File: src/rtl/shared_bus_arbiter.sv
// shared_bus_arbiter: round-robin owner arbitration and broadcast mux for the
// shared snooping bus between NUM_CORES cores.
// Ports:
//   clk, reset          rising-edge clock, synchronous active-high reset
//   req_core            per-core request, held for the whole transaction
//   bus_*_in_c          per-core bus transaction slices (core i at slice i)
//   cache_hit_c         per-core snoop hit
//   grant, owner_id     registered one-hot ownership and owner index
//   bus_*_out           owner's transaction while owned, else BusNoN / zeros
//   snoop_hit           OR of non-owner snoop hits while owned
//   busy                registered, high while a core owns the bus
//   timeout_err         sticky flag, set when an owner holds too long
module shared_bus_arbiter #(
  parameter int unsigned NUM_CORES = 2,
  parameter int unsigned MAX_HOLD  = 64,
  localparam int unsigned IDW = (NUM_CORES > 2) ? $clog2(NUM_CORES) : 1
) (
  input  logic                      clk,
  input  logic                      reset,
  input  logic [NUM_CORES-1:0]      req_core,
  input  logic [32*NUM_CORES-1:0]   bus_data_in_c,
  input  logic [32*NUM_CORES-1:0]   bus_address_in_c,
  input  logic [2*NUM_CORES-1:0]    bus_operation_in_c,
  input  logic [NUM_CORES-1:0]      cache_hit_c,
  output logic [NUM_CORES-1:0]      grant,
  output logic [31:0]               bus_data_out,
  output logic [31:0]               bus_address_out,
  output logic [1:0]                bus_operation_out,
  output logic                      snoop_hit,
  output logic [IDW-1:0]            owner_id,
  output logic                      busy,
  output logic                      timeout_err
);

  localparam int unsigned HCW = $clog2(MAX_HOLD);
  localparam logic [HCW-1:0] HOLD_LAST = HCW'(MAX_HOLD - 1);
  localparam logic [IDW-1:0] LAST_ID   = IDW'(NUM_CORES - 1);

  typedef enum logic [1:0] {S_IDLE, S_OWN, S_GAP} state_t;

  state_t               state_q, state_d;
  logic [NUM_CORES-1:0] grant_d;
  logic [IDW-1:0]       owner_d, rr_ptr, rr_d, id_hi, id_any, win_id;
  logic [HCW-1:0]       hold_cnt, hold_d;
  logic                 busy_d, terr_d, found_hi, owner_req;

  // Round-robin winner: lowest requester at or above rr_ptr, else lowest overall.
  always_comb begin
    found_hi = 1'b0;
    id_hi    = '0;
    id_any   = '0;
    for (int i = int'(NUM_CORES) - 1; i >= 0; i--) begin
      if (req_core[i]) begin
        id_any = IDW'(i);
        if (IDW'(i) >= rr_ptr) begin
          id_hi    = IDW'(i);
          found_hi = 1'b1;
        end
      end
    end
    win_id = found_hi ? id_hi : id_any;
  end

  // grant is one-hot on the owner, so this is the owner's own request.
  assign owner_req = |(req_core & grant);

  // Next-state and next-output logic.
  always_comb begin
    state_d = state_q;
    grant_d = grant;
    owner_d = owner_id;
    busy_d  = busy;
    rr_d    = rr_ptr;
    hold_d  = hold_cnt;
    terr_d  = timeout_err;
    case (state_q)
      S_IDLE: begin
        grant_d = '0;
        busy_d  = 1'b0;
        if (|req_core) begin
          state_d = S_OWN;
          grant_d = NUM_CORES'(1) << win_id;
          owner_d = win_id;
          busy_d  = 1'b1;
          hold_d  = '0;
        end
      end
      S_OWN: begin
        if (owner_req) begin
          // Timeout is only flagged; the owner keeps the bus.
          if (hold_cnt == HOLD_LAST) terr_d = 1'b1;
          else                       hold_d = hold_cnt + 1'b1;
        end else begin
          state_d = S_GAP;
          grant_d = '0;
          busy_d  = 1'b0;
          rr_d    = (owner_id == LAST_ID) ? '0 : owner_id + 1'b1;
        end
      end
      S_GAP: begin
        grant_d = '0;
        state_d = S_IDLE;
      end
      default: begin
        state_d = S_IDLE;
        grant_d = '0;
        busy_d  = 1'b0;
      end
    endcase
  end

  // State and registered outputs.
  always_ff @(posedge clk) begin
    if (reset) begin
      state_q     <= S_IDLE;
      grant       <= '0;
      owner_id    <= '0;
      busy        <= 1'b0;
      timeout_err <= 1'b0;
      rr_ptr      <= '0;
      hold_cnt    <= '0;
    end else begin
      state_q     <= state_d;
      grant       <= grant_d;
      owner_id    <= owner_d;
      busy        <= busy_d;
      timeout_err <= terr_d;
      rr_ptr      <= rr_d;
      hold_cnt    <= hold_d;
    end
  end

  // Broadcast mux of the owner's transaction.
  always_comb begin
    bus_data_out      = '0;
    bus_address_out   = '0;
    bus_operation_out = 2'b11;
    if (state_q == S_OWN) begin
      for (int i = 0; i < int'(NUM_CORES); i++) begin
        if (owner_id == IDW'(i)) begin
          bus_data_out      = bus_data_in_c[32*i +: 32];
          bus_address_out   = bus_address_in_c[32*i +: 32];
          bus_operation_out = bus_operation_in_c[2*i +: 2];
        end
      end
    end
  end

  assign snoop_hit = busy & |(cache_hit_c & ~grant);

endmodule

File: config.mk
export PLATFORM = sky130hd
export DESIGN_NAME = shared_bus_arbiter
export DESIGN_NICKNAME = d
export VERILOG_FILES = /design/src/rtl/shared_bus_arbiter.sv
export SDC_FILE = /design/constraint.sdc
export NUM_CORES = 1
export LEC_CHECK = 0
export BUFFER_PORTS_ARGS = -buffer_cell sky130_fd_sc_hd__buf_2
export CAP_MARGIN = 30
export CORE_AREA = 2 2 81 83
export CTS_CLUSTER_SIZE = 25
export DETAILED_ROUTE_END_ITERATION = 12
export DIE_AREA = 0 0 83 85
export PLACE_DENSITY = 0.71
export SLEW_MARGIN = 20
export SYNTH_ARGS = -nofsm -noshare
export SYNTH_HDL_FRONTEND = slang
export SYNTH_SLANG_ARGS = --single-unit
File: constraint.sdc
create_clock -name clk -period 4.7 [get_ports clk]
set_input_delay 0.94 -clock clk [delete_from_list [all_inputs] [get_ports clk]]
set_output_delay 0.94 -clock clk [all_outputs]
set_load 0.005 [all_outputs]
==> results.md <==
- Largest net degree at the start of global routing: 45
- Post-Route WL: approximately 7900 um
- CP peak stage delay: around 550 ps
- Global-route wire length before repair: approximately 12000 um
- Crit-path max FO: 44
- Top cells by count, synth: nor2_1, mux2i_1, dfxtp_1
- Main synth FF type: dfxtp_1
- Crit start category: flop
- Final net count: 573
- DRC Markers: 0
- Maximum vdd drop: between 0.2 and 0.25 mV
- Vias in the first global route: between 2000 and 2500
- Largest area contributor in the netlist: mux2i_1
- Die width: 83 um
- Compound-Gate Fraction of Synth Area: 12.6%
- Initial antenna violation count: 0
- FF+latch count, synth: 14
- Syn Area/Cell: 7.23 um^2
- Combinational Power Share: 50.0%
- Critical Setup Path Class: reg2out
- Largest family of logic cells by synthesized area: multiplexers
- DR iter-0 viols: 143
- Sink Count: 14
- EDFF count, synth: 0
- Share of cells above drive strength 1: 51.0%
- Antenna cells: 0
- Row count: 29
- Unrepaired setup endpoints after global routing: false
- Status: completed
- Final Hold Fails: 0
- CP arrival: 2050 ps
- Synth Area in Adders: 0.727%
- Multiplexer share of the synthesized area: roughly two fifths
- Reg power frac: 27.0%
- IO Port Bufs: approximately 210
- GP Congestion: 0.867
- CTS Buf Count: 3
- Highest-delay cell along the critical path: nand2b_2
- CTS Root Cell: clkbuf_8
- Critical Path End Type: primary output
- Clock latency on the worst-skew pair: between 200 and 300 ps
- CTS tree: done
- Cts hold-fix bufs: 0
- Final ANT Viol Nets: 0
- # H-tree levels: 1
- Final HPWL from detailed placement: 6650 um
- Setup Total Neg Slack: 0 ps
- Psw: ~0.19 mW
- Area growth from synthesis to layout: 66.7%
- XOR/XNOR share of the synthesized area: 0%
- HP Class: reg2reg
- YS warnings: 0
- GRT Total Usage: 20.8%
- Clock power share: 22.9%
- Via count: ~2500
- Routed vias/inst: 4.81
- Worst slew pin tran: 666 ps
- # setup viols final: 0
- Routed len/inst: 15.5 um
- WP buf/inv: 2
- Gate Count Post-Synth: 238
- Clock Tree Buf Depth: 2
- CTS resizes: 0
- Ys async rst share: 0%
- Ports: 210
- Top-count cell post-synth: nor2_1
- Initial Util: 27.7%
- Post-layout util: 46.3%
- PD cells: between 150 and 200 nW/um^2
- Die area: 7060 um^2
- Post-Synth Simple-Gate Area: roughly a quarter
- Worst Skew: between 4 and 5 ps
- Sequential area share after synthesis: 16.3%
- Yosys cell types: 37
- Final Critical Period: 2990 ps
- Share of the synthesized area in the top cell type: a little under two fifths
- WP data required: around 3800 ps
- Drt first pass iters: 4
- Worst rel slew slack: between 50% and 60%
- CTS clk-pin slew, worst paths: ~60 ps
- Max Fclk: 335 MHz
- Largest cells by area after synthesis: mux2i_1, dfxtp_1, nor2_1, clkbuf_1, nand2_1
- Sw Ratio: 36.5%
- Fin. max-slew vios: 0
- Leak Pwr: 1.51 nW
- Overflow after GRT: 0
- Number of max-cap violations: 0
- P_int: 0.339 mW
- Final period utilization: a little under two thirds
- DIE HEIGHT: 85 um
- Core Area: roughly 6200 um^2
- Post-CTS setup buffer count: 0
- CP delay by family, top: simple AND/OR/NAND/NOR gates
- Cell Area, Synth: 1720 um^2
- Synth Net Count: 377
- CP Cell Sequence: nand2b_2 > buf_4 > nor2_1 > buf_2
worst min-delay path, stage by stage (launching register included):
cell and delay (ps):
dfxtp_1 340, a31oi_1 50, nor2_1 70
cells in the final DEF (no fill, tap or decap), types with 2 or more instances in the layout:
cell type  Yosys  final
buf_2          6    209
o32ai_1        2      2
mux2i_1       66     66
nand2_1        9      9
dfxtp_1       14     13
nor3_1         3      3
or3_1          2      2
a21o_1         2      2
nor2_1        74     74
clkbuf_8       0      4
inv_1          7      7
nand3_1        3      3
or2b_1         2      2
o22ai_1        3      3
o31ai_1        3      3
a21oi_1        6      6
a31oi_1        3      3
stage by stage:
stage	power [mW]	std cells	hold WS, ps	cell area (um^2)	worst slack, ps
floorplan	0.284	238	440	1720	2480
global placement	0.407	505	456	2790	2030
detailed placement	0.413	506	461	2820	2020
CTS	0.535	510	490	2870	1740
global route	0.569	510	524	2870	1480
finish	0.533	510	495	2870	1710
kinds of logic (layout without fill, tap and decap cells):
kind of cell / after synthesis / in the layout
AND/OR/NAND/NOR: 102 / 102
multiplexers: 66 / 66
AO/OA/AOI/OAI: 28 / 28
buffers and inverters: 27 / 222
flip-flops: 14 / 14
adder cells (fa/ha/maj): 1 / 1
layer usage:
metal	up-vias	share of wire (%)	global-route usage, %
li1	1215	-	-
met1	1095	45	29.6
met2	132	44	32.0
met3	9	9.9	4.67
met4	0	1.2	4.77
met5	-	0	0
worst paths after layout:
check	slack (ps)	depth (start not counted)	to	startpoint
hold / removal	490	2	timeout_err	timeout_err
setup reg to reg	2380	4	hold_cnt[3]	state_q[0]
setup / recovery	1710	4	bus_data_out[8]	state_q[1]
hold reg to reg	490	2	timeout_err	timeout_err
state kept, by name, summed over array words and instances (netlist names):
signal / flops
timeout_err: 1
state_q: 2
rr_ptr: 1
owner_id: 1
grant: 2
hold_cnt: 6
busy: 1
area by class of cell:
class,instances,area [um^2]
Tap cell,77,96.3
Clock buffer,4,55.1
Multi-Input combinational cell,197,1330
Fill cell,650,3330
Sequential cell,14,284
Inverter,7,26.3
Timing Repair Buffer,211,1080
power groups by stage:
stage	logic (mW)	registers, mW	clock network, mW
after floorplan	0.151	0.132	0
after global placement	0.247	0.160	0
after detailed placement	0.267	0.146	0
after CTS	0.268	0.144	0.123
after global routing	0.294	0.146	0.129
final	0.267	0.144	0.122
Note: power is estimated with default switching activity, not from simulation.
